==> config.mk <==
export PLATFORM = sky130hd
export DESIGN_NAME = read_frame_func_flat
export DESIGN_NICKNAME = d
export VERILOG_FILES = /design/src/rtl/read_frame_pkg.sv /design/src/rtl/read_frame_func_if.sv /design/src/rtl/read_frame_func_inner.sv /design/src/rtl/read_frame_func.sv /design/src/flat_wrapper.sv
export SDC_FILE = /design/constraint.sdc
export NUM_CORES = 1
export LEC_CHECK = 0
export ABC_AREA = 0
export CORE_MARGIN = 1.5
export CORE_UTILIZATION = 40
export DETAILED_ROUTE_END_ITERATION = 16
export GPL_TIMING_DRIVEN = 0
export PLACE_DENSITY = 0.83
export SLEW_MARGIN = 20
export SYNTH_ARGS = -nofsm -noshare
export SYNTH_HDL_FRONTEND = slang
export SYNTH_SLANG_ARGS = --single-unit
==> constraint.sdc <==
create_clock -name clk -period 2.7 [get_ports clk]
set_clock_uncertainty 0.05 [all_clocks]
set_input_delay 0.405 -clock clk [delete_from_list [all_inputs] [get_ports clk]]
set_output_delay 0.405 -clock clk [all_outputs]
set_load 0.05 [all_outputs]
==> src/rtl/read_frame_pkg.sv <==
// Shared types and constants for the Ethernet frame reader.
package read_frame_pkg;

  localparam int unsigned DEF_DEPTH  = 256;
  localparam int unsigned DEF_ADDR_W = 8;
  localparam int unsigned DEF_LEN_W  = 9;
  localparam int unsigned ETH_MAC_W  = 48;
  localparam int unsigned ETH_TYPE_W = 16;

  typedef logic [1:0] state_t;

  localparam state_t WAIT_HDR = 2'd0;
  localparam state_t PAYLOAD  = 2'd1;
  localparam state_t DRAIN    = 2'd2;
  localparam state_t DONE     = 2'd3;

  typedef struct packed {
    logic [ETH_MAC_W-1:0]  dest_mac;
    logic [ETH_MAC_W-1:0]  src_mac;
    logic [ETH_TYPE_W-1:0] eth_type;
  } eth_hdr_t;

endpackage

==> src/rtl/read_frame_func_if.sv <==
// eth_axis_rx-style header + payload stream; the frame source is the master.
interface read_frame_func_if;

  logic                                  m_eth_hdr_valid;
  logic                                  m_eth_hdr_ready;
  logic [read_frame_pkg::ETH_MAC_W-1:0]  m_eth_dest_mac;
  logic [read_frame_pkg::ETH_MAC_W-1:0]  m_eth_src_mac;
  logic [read_frame_pkg::ETH_TYPE_W-1:0] m_eth_type;
  logic [7:0]                            m_eth_payload_axis_tdata;
  logic                                  m_eth_payload_axis_tvalid;
  logic                                  m_eth_payload_axis_tlast;
  logic                                  m_eth_payload_axis_tuser;
  logic                                  m_eth_payload_axis_tready;

  modport master (
    output m_eth_hdr_valid, m_eth_dest_mac, m_eth_src_mac, m_eth_type,
    output m_eth_payload_axis_tdata, m_eth_payload_axis_tvalid,
    output m_eth_payload_axis_tlast, m_eth_payload_axis_tuser,
    input  m_eth_hdr_ready, m_eth_payload_axis_tready
  );

  modport slave (
    input  m_eth_hdr_valid, m_eth_dest_mac, m_eth_src_mac, m_eth_type,
    input  m_eth_payload_axis_tdata, m_eth_payload_axis_tvalid,
    input  m_eth_payload_axis_tlast, m_eth_payload_axis_tuser,
    output m_eth_hdr_ready, m_eth_payload_axis_tready
  );

endinterface

==> src/rtl/read_frame_func_inner.sv <==
// Frame capture FSM: latches the header, writes payload bytes to the buffer,
// drains oversize frames and holds the results once the frame is complete.
module read_frame_func_inner
  import read_frame_pkg::*;
#(
  parameter int unsigned DEPTH  = DEF_DEPTH,
  parameter int unsigned ADDR_W = DEF_ADDR_W,
  parameter int unsigned LEN_W  = DEF_LEN_W
) (
  input  logic                  clk,
  input  logic                  rst,
  output logic [ADDR_W-1:0]     arg_0_raddr,
  output logic [ADDR_W-1:0]     arg_0_waddr,
  output logic [7:0]            arg_0_wdata,
  output logic                  arg_0_wen,
  input  logic [7:0]            arg_0_rdata,
  read_frame_func_if.slave      arg_2,
  output logic [ETH_MAC_W-1:0]  rx_dest_mac,
  output logic [ETH_MAC_W-1:0]  rx_src_mac,
  output logic [ETH_TYPE_W-1:0] rx_type,
  output logic [LEN_W-1:0]      rx_len,
  output logic                  rx_overflow,
  output logic                  rx_err,
  output logic                  valid
);

  state_t           state, state_nx;
  logic [LEN_W-1:0] count, count_nx;
  logic [LEN_W-1:0] len_nx;
  logic             ovf_nx, err_nx;
  eth_hdr_t         hdr_q, hdr_nx;
  logic             hdr_ready, tready, wen, done;

  logic unused_rdata;
  assign unused_rdata = ^arg_0_rdata;

  // Next-state and handshake decode; reset forces every strobe low.
  always_comb begin
    state_nx  = state;
    count_nx  = count;
    len_nx    = rx_len;
    ovf_nx    = rx_overflow;
    err_nx    = rx_err;
    hdr_nx    = hdr_q;
    hdr_ready = 1'b0;
    tready    = 1'b0;
    wen       = 1'b0;
    done      = 1'b0;
    case (state)
      WAIT_HDR: begin
        hdr_ready = 1'b1;
        if (arg_2.m_eth_hdr_valid) begin
          hdr_nx   = '{dest_mac: arg_2.m_eth_dest_mac,
                       src_mac:  arg_2.m_eth_src_mac,
                       eth_type: arg_2.m_eth_type};
          count_nx = '0;
          state_nx = PAYLOAD;
        end
      end
      PAYLOAD: begin
        tready = 1'b1;
        if (arg_2.m_eth_payload_axis_tvalid) begin
          wen      = 1'b1;
          count_nx = count + LEN_W'(1);
          len_nx   = count + LEN_W'(1);
          if (arg_2.m_eth_payload_axis_tlast) begin
            err_nx   = arg_2.m_eth_payload_axis_tuser;
            state_nx = DONE;
          end else if (count == LEN_W'(DEPTH - 1)) begin
            // Buffer full before tlast: stop writing before the address wraps.
            ovf_nx   = 1'b1;
            state_nx = DRAIN;
          end
        end
      end
      DRAIN: begin
        tready = 1'b1;
        if (arg_2.m_eth_payload_axis_tvalid && arg_2.m_eth_payload_axis_tlast) begin
          err_nx   = arg_2.m_eth_payload_axis_tuser;
          state_nx = DONE;
        end
      end
      DONE: begin
        done = 1'b1;
      end
      default: begin
        state_nx = WAIT_HDR;
      end
    endcase
    if (!rst) begin
      hdr_ready = 1'b0;
      tready    = 1'b0;
      wen       = 1'b0;
      done      = 1'b0;
    end
  end

  always_ff @(posedge clk) begin
    if (!rst) begin
      state       <= WAIT_HDR;
      count       <= '0;
      rx_len      <= '0;
      rx_overflow <= 1'b0;
      rx_err      <= 1'b0;
      hdr_q       <= '0;
    end else begin
      state       <= state_nx;
      count       <= count_nx;
      rx_len      <= len_nx;
      rx_overflow <= ovf_nx;
      rx_err      <= err_nx;
      hdr_q       <= hdr_nx;
    end
  end

  assign arg_2.m_eth_hdr_ready           = hdr_ready;
  assign arg_2.m_eth_payload_axis_tready = tready;
  assign arg_0_raddr = '0;
  assign arg_0_waddr = count[ADDR_W-1:0];
  assign arg_0_wdata = arg_2.m_eth_payload_axis_tdata;
  assign arg_0_wen   = wen;
  assign valid       = done;
  assign rx_dest_mac = hdr_q.dest_mac;
  assign rx_src_mac  = hdr_q.src_mac;
  assign rx_type     = hdr_q.eth_type;

endmodule

==> src/rtl/read_frame_func.sv <==
// Top-level wrapper for the frame reader function.
module read_frame_func
  import read_frame_pkg::*;
#(
  parameter int unsigned DEPTH  = DEF_DEPTH,
  parameter int unsigned ADDR_W = DEF_ADDR_W,
  parameter int unsigned LEN_W  = DEF_LEN_W
) (
  input  logic                  clk,
  input  logic                  rst,
  output logic [ADDR_W-1:0]     arg_0_raddr,
  output logic [ADDR_W-1:0]     arg_0_waddr,
  output logic [7:0]            arg_0_wdata,
  output logic                  arg_0_wen,
  input  logic [7:0]            arg_0_rdata,
  read_frame_func_if.slave      arg_2,
  output logic [ETH_MAC_W-1:0]  rx_dest_mac,
  output logic [ETH_MAC_W-1:0]  rx_src_mac,
  output logic [ETH_TYPE_W-1:0] rx_type,
  output logic [LEN_W-1:0]      rx_len,
  output logic                  rx_overflow,
  output logic                  rx_err,
  output logic                  valid
);

  read_frame_func_inner #(
    .DEPTH  (DEPTH),
    .ADDR_W (ADDR_W),
    .LEN_W  (LEN_W)
  ) read_frame_func_inner (
    .clk         (clk),
    .rst         (rst),
    .arg_0_raddr (arg_0_raddr),
    .arg_0_waddr (arg_0_waddr),
    .arg_0_wdata (arg_0_wdata),
    .arg_0_wen   (arg_0_wen),
    .arg_0_rdata (arg_0_rdata),
    .arg_2       (arg_2),
    .rx_dest_mac (rx_dest_mac),
    .rx_src_mac  (rx_src_mac),
    .rx_type     (rx_type),
    .rx_len      (rx_len),
    .rx_overflow (rx_overflow),
    .rx_err      (rx_err),
    .valid       (valid)
  );

endmodule

==> src/flat_wrapper.sv <==
// flat-port wrapper written by rule: the top's interface ports become plain ports
module read_frame_func_flat import read_frame_pkg::*;
#(
  parameter int unsigned DEPTH  = DEF_DEPTH,
  parameter int unsigned ADDR_W = DEF_ADDR_W,
  parameter int unsigned LEN_W  = DEF_LEN_W
)
  (clk, rst, arg_0_raddr, arg_0_waddr, arg_0_wdata, arg_0_wen, arg_0_rdata, rx_dest_mac, rx_src_mac, rx_type, rx_len, rx_overflow, rx_err, valid, arg_2_m_eth_hdr_valid, arg_2_m_eth_dest_mac, arg_2_m_eth_src_mac, arg_2_m_eth_type, arg_2_m_eth_payload_axis_tdata, arg_2_m_eth_payload_axis_tvalid, arg_2_m_eth_payload_axis_tlast, arg_2_m_eth_payload_axis_tuser, arg_2_m_eth_hdr_ready, arg_2_m_eth_payload_axis_tready);
  read_frame_func_if arg_2_i ();
  input  logic clk;
  input  logic rst;
  output logic [ADDR_W-1:0] arg_0_raddr;
  output logic [ADDR_W-1:0] arg_0_waddr;
  output logic [7:0] arg_0_wdata;
  output logic arg_0_wen;
  input  logic [7:0] arg_0_rdata;
  output logic [ETH_MAC_W-1:0] rx_dest_mac;
  output logic [ETH_MAC_W-1:0] rx_src_mac;
  output logic [ETH_TYPE_W-1:0] rx_type;
  output logic [LEN_W-1:0] rx_len;
  output logic rx_overflow;
  output logic rx_err;
  output logic valid;
  input wire logic [$bits(arg_2_i.m_eth_hdr_valid)-1:0] arg_2_m_eth_hdr_valid;
  input wire logic [$bits(arg_2_i.m_eth_dest_mac)-1:0] arg_2_m_eth_dest_mac;
  input wire logic [$bits(arg_2_i.m_eth_src_mac)-1:0] arg_2_m_eth_src_mac;
  input wire logic [$bits(arg_2_i.m_eth_type)-1:0] arg_2_m_eth_type;
  input wire logic [$bits(arg_2_i.m_eth_payload_axis_tdata)-1:0] arg_2_m_eth_payload_axis_tdata;
  input wire logic [$bits(arg_2_i.m_eth_payload_axis_tvalid)-1:0] arg_2_m_eth_payload_axis_tvalid;
  input wire logic [$bits(arg_2_i.m_eth_payload_axis_tlast)-1:0] arg_2_m_eth_payload_axis_tlast;
  input wire logic [$bits(arg_2_i.m_eth_payload_axis_tuser)-1:0] arg_2_m_eth_payload_axis_tuser;
  output wire logic [$bits(arg_2_i.m_eth_hdr_ready)-1:0] arg_2_m_eth_hdr_ready;
  output wire logic [$bits(arg_2_i.m_eth_payload_axis_tready)-1:0] arg_2_m_eth_payload_axis_tready;
  assign arg_2_i.m_eth_hdr_valid = arg_2_m_eth_hdr_valid;
  assign arg_2_i.m_eth_dest_mac = arg_2_m_eth_dest_mac;
  assign arg_2_i.m_eth_src_mac = arg_2_m_eth_src_mac;
  assign arg_2_i.m_eth_type = arg_2_m_eth_type;
  assign arg_2_i.m_eth_payload_axis_tdata = arg_2_m_eth_payload_axis_tdata;
  assign arg_2_i.m_eth_payload_axis_tvalid = arg_2_m_eth_payload_axis_tvalid;
  assign arg_2_i.m_eth_payload_axis_tlast = arg_2_m_eth_payload_axis_tlast;
  assign arg_2_i.m_eth_payload_axis_tuser = arg_2_m_eth_payload_axis_tuser;
  assign arg_2_m_eth_hdr_ready = arg_2_i.m_eth_hdr_ready;
  assign arg_2_m_eth_payload_axis_tready = arg_2_i.m_eth_payload_axis_tready;
  read_frame_func #(.DEPTH(DEPTH), .ADDR_W(ADDR_W), .LEN_W(LEN_W)) u_core (.clk(clk), .rst(rst), .arg_0_raddr(arg_0_raddr), .arg_0_waddr(arg_0_waddr), .arg_0_wdata(arg_0_wdata), .arg_0_wen(arg_0_wen), .arg_0_rdata(arg_0_rdata), .arg_2(arg_2_i), .rx_dest_mac(rx_dest_mac), .rx_src_mac(rx_src_mac), .rx_type(rx_type), .rx_len(rx_len), .rx_overflow(rx_overflow), .rx_err(rx_err), .valid(valid));
endmodule
Word level (Yosys, flattened, before mapping)
Cells that the tools add are included.
Word-level totals
  register bits after elaboration: 134
  output and inout bits: 151
  word-level logic and storage cells: 53
Cells by class
  $add $sub $neg: 1
  equality and inequality tests: 9
  mux-type cells: 22
  bitwise operators: 1
  reduce and logical (&&, ||, !) cells: 12
Operators with widths (number)
  2-to-1 mux 9 bit: 2
  case mux 9 bit (2 select lines): 1
  2-to-1 mux 1 bit: 12
  2-to-1 mux 2 bit: 5
  adder 9 x 1 -> 9 bit, second input constant: 1
  equality test 9 x 8 -> 1 bit, second input constant: 1
  != test 2 bit, second input constant: 4
  AND reduction 4 bit: 2
  case mux 2 bit (3 select lines): 1
  AND reduction 5 bit: 1
  equality test 2 bit, second input constant: 2
  AND reduction 2 bit: 2
  nonzero test 2 bit: 2
  != test 3 bit, second input constant: 1
  AND reduction 3 bit: 1
  nonzero test 3 bit: 1
  equality test 2 x 1 -> 1 bit, second input constant: 1
  logical NOT 2 bit: 1
  case mux 1 bit (2 select lines): 1
  OR reduction 2 bit: 1
  logical AND 1 bit: 1
  inverter 1 bit: 1

Logic depth before layout (Yosys ltp)
Gate-level depths: netlist (run 1).
  depth in word-level cells: 5
  gate-level depth with buffers: 8

Worst setup path after synthesis (run 1)
No wires, ideal clock.
  path type: reg2out
  start point: register u_core.read_frame_func_inner.state[1]
  end point: output arg_0_wen
  arrival: 1.493 ns
  required time: 2.245 ns
  setup slack: 0.752 ns
  cell stages (with the launch flop): 6
  path buffers: 1
  path through: dfxtp_1 > inv_1 > ha_1 > nand2_1 > buf_6 > nor2_1
On the way
  word-level cells in the longest chain between the ends: 3
RTL lines
  from (decl): line read_frame_func_inner.sv:27  | state_t state, state_nx;
  from (signal assigned): line read_frame_func_inner.sv:107  | state <= state_nx;
  equality test 2 x 1 -> 1 bit: line read_frame_func_inner.sv:49  | case (state)
  2-to-1 mux 1 bit: line read_frame_func_inner.sv:49
  2-to-1 mux 1 bit: line read_frame_func_inner.sv:90  | if (!rst) begin
  to (decl): line flat_wrapper.sv:15  | output logic arg_0_wen;
Every way passes these cells.

Final worst setup path (run 1)
  start point: input rst
  end point: output arg_2_m_eth_hdr_ready
On the way
  word-level cells in the longest chain between the ends: 1
RTL lines
  from (decl): line flat_wrapper.sv:11  | input logic rst;
  2-to-1 mux 1 bit: line read_frame_func_inner.sv:90
  to (decl): line flat_wrapper.sv:32  | output wire logic [$bits(arg_2_i.m_eth_hdr_ready)-1:0] arg_2_m_eth_hdr_ready;
Every way passes these cells.

==> results of run 1 <==
-- cells by family after synthesis --
| kind of cell | synth area share |
|---|---|
| fa+ha+maj | 0.0169 |
| other cells | 0.000723 |
| mux | 0.00579 |
| flops | 0.517 |
| simple gates | 0.218 |
| buf+inv | 0.0837 |
| xor+xnor | 0.0101 |
| compound gates | 0.147 |
-- per-stage QoR --
stage                     instance area (um2)  setup TNS (ns)  instances
final                                    8630               0       1122
after global routing                     8630               0       1122
after global placement                   8030         -0.0279       1090
after CTS                                8620               0       1122
after detailed placement                 8030         -0.0196       1090
after floorplan                          5220               0        658
-- cells in the mapped netlist (2+ instances only) --
library cell,instances,area share
clkbuf_1,25,0.018
buf_2,8,0.0077
nand4_1,2,0.0024
o21ai_0,8,0.0077
dfxtp_1,134,0.52
o21a_1,2,0.0029
nand3b_1,3,0.0043
o221ai_1,3,0.0051
or3_1,2,0.0024
nor2_1,12,0.0087
nor3_1,4,0.0039
inv_1,5,0.0036
buf_6,2,0.0043
buf_4,34,0.049
and2_1,4,0.0048
a21oi_1,126,0.12
mux2i_1,3,0.0058
nand2_1,240,0.17
ha_1,7,0.017
a211oi_1,2,0.0029
xor2_1,3,0.0051
xnor2_1,3,0.0051
nand3_1,5,0.0048
-- worst paths after layout --
path	from	endpoint	slack (ns)
worst max-delay path	rst	arg_2_m_eth_hdr_ready	0.25
worst min-delay path	u_core.read_frame_func_inner.rx_dest_mac[0]	u_core.read_frame_func_inner.rx_dest_mac[0]	0.40
worst min register to register	u_core.read_frame_func_inner.rx_dest_mac[0]	u_core.read_frame_func_inner.rx_dest_mac[0]	0.40
worst max register to register	u_core.read_frame_func_inner.state[0]	u_core.read_frame_func_inner.rx_dest_mac[22]	0.70
-- layout make-up --
type                       instances  area, um2  share of cell area
timing repair buffer             260       2610               0.302
tap                              172        215              0.0249
clock buffer                      23        468              0.0542
buffer                            69        412              0.0477
multi-input combinational        449       2100               0.243
clock inverter                     9        125              0.0145
inverter                           6       22.5             0.00261
sequential                       134       2680               0.311
-- power by group through the flow --
| stage | logic (mW) | registers, mW | clock network [mW] |
|---|---|---|---|
| 2_1_floorplan | 1.22 | 3.67 | 0 |
| 3_3_place_gp | 3.54 | 2.53 | 0 |
| 3_5_place_dp | 3.57 | 2.55 | 0 |
| 4_1_cts | 3.59 | 2.51 | 2.37 |
| 5_1_grt | 3.81 | 2.55 | 2.45 |
| 6_report | 3.57 | 2.51 | 2.33 |
-- per-layer routing --
layer / vias up / part of all wire / GRT usage
met3: 38 / 0.10 / 0.0958
met1: 2404 / 0.36 / 0.251
met4: 0 / 0.035 / 0.123
li1: 2667 / - / -
met5: - / 0 / 0
met2: 214 / 0.50 / 0.424
-- flip-flops by register name, summed over array words and instances, names as in the netlist --
register                                  flops
u_core.read_frame_func_inner.rx_dest_mac     48
u_core.read_frame_func_inner.rx_src_mac      48
u_core.read_frame_func_inner.rx_type         16
u_core.read_frame_func_inner.count            9
u_core.read_frame_func_inner.rx_len           9
u_core.read_frame_func_inner.state            2
u_core.read_frame_func_inner.rx_err           1
u_core.read_frame_func_inner.rx_overflow      1
-- repair_timing --
action / 4_1_cts / 5_1_grt
hold endpoints to repair: 0 / 0
setup endpoints to repair: 2 / 2
resized for setup: 2 / 2
-- worst register-to-register path: stages, from the launching register on --
cell and delay (ns):
dfxtp_1 0.41, inv_1 0.09, ha_1 0.29, nand2_1 0.15, buf_4 0.22, clkbuf_1 0.40
nand2_1 0.13, a21oi_1 0.18
==> metrics.txt, run 1 <==
outcome finished, final reports clean; H-tree levels 4; Detailed Routing Iterations Pass 1 4; max_slew headroom 0.557; share of the yosys chip area belonging to registers 0.517; crit path kind in -> out; GP Congestion about 0.8; Pint roughly 5.0 mW; # DRC 0; setup bufs post-CTS 0; hold path depth 2; max cap viols 0; worst-path cell chain clkdlybuf4s50_1 -> clkbuf_1 -> and2_2 -> dlygate4sd2_1; n_diodes 0; DRT iter0 DRCs slightly below 300; Crit Path Max Fanout 10; Hold-fix buffers, CTS 0; worst-margin pin slew approximately 0.66 ns; Hold WS 0.400 ns; reg2reg path depth 7; fin crit period 2.45 ns; setup ws final 0.246 ns; Synth Flop Type dfxtp_1; DR vias between 5,000 and 6,000; Gate power share 0.425; cell depth of the worst setup path 4; Root Driver clkbuf_16; Clock Tree Buf Depth 2; vias in the first global route between 4,000 and 5,000; Final Total Pwr roughly 8.4 mW; startpoint type of the worst setup path primary input; CP max stage delay ~0.53 ns; EDFF count, synth 0; Bufs and invs on worst path 3; Vias per Instance about 4.7; Num Clock Sinks roughly 130; Core ar. approximately 13,000 um2; post-synth cell types 37; clock share of power 0.277; Placement Setup Slack -0.0193 ns; CTS tree yes; antenna violations before repair 0; Worst Hold Class reg -> reg; crit path capture type output port; synthesized cell area between 5000 and 6000 um2; Util after Layout 0.684; Initial Util 0.411; Tot GR Track Use 0.242; CP Data Required Time 2.25 ns; pin count of the biggest net entering global routing 17; most common cell after layout, fill and taps aside clkdlybuf4s50_1; RSZ-0062 raised after global routing no; Post-DRT Antenna Nets 0; PwrDens around 970 nW/um2; clock latency on the worst-skew pair around 0.41 ns; Worst-path clk slew about 0.050 ns; Period Utilization, post-route 0.909; Slowest cell on crit path dlygate4sd2_1; syn_area_per_cell ~8.0 um2; routed length per instance 14.9 um; P_sw between 3 and 4 mW; Yosys reg bits 134; global-route wire length before repair 25,000 um; Reg power frac 0.298; CTS buffer count 17; crit path DAT roughly 2.0 ns; Leakage between 3 and 4 nW; I/O pins ~290; Remaining Overflow, GRT 0; hpwl dp about 12,000 um; fin nets roughly 1,100; num rows 41; Die Area roughly 14,000 um2; fin. max-slew vios 0; post-synthesis cell count between 600 and 700; commonest non-fill, non-tap cells in the layout clkdlybuf4s50_1, nand2_1, dfxtp_1; Fin. Hold Viols 0; Async S/R FF share, synth 0; Top delay family on crit path buffers and inverters; Die Y about 120 um; Setup-failing EPs final 0; DRT Wirelength between 15,000 and 20,000 um; VDD IR max 0.630 mV; DIE WIDTH between 100 and 150 um; Port Buffer Count 260; layout overhead on the synthesized area 66.3%; fill count slightly above 1,000; Synth Warn # 0; fraction of layout cells with a size suffix above 1 0.0821; fmax 408 MHz; Switching Share 0.402
(Power assumes the default switching activity.)
==> inputs of run 2 (changes only) <==
--- a/config.mk
+++ b/config.mk
@@ -5,7 +5,6 @@
 export SDC_FILE = /design/constraint.sdc
 export NUM_CORES = 1
 export LEC_CHECK = 0
-export ABC_AREA = 0
 export CORE_MARGIN = 1.5
 export CORE_UTILIZATION = 40
 export DETAILED_ROUTE_END_ITERATION = 16
==> results of run 2 <==
The final DEF is identical to that of run 1; final timing and power are the same.
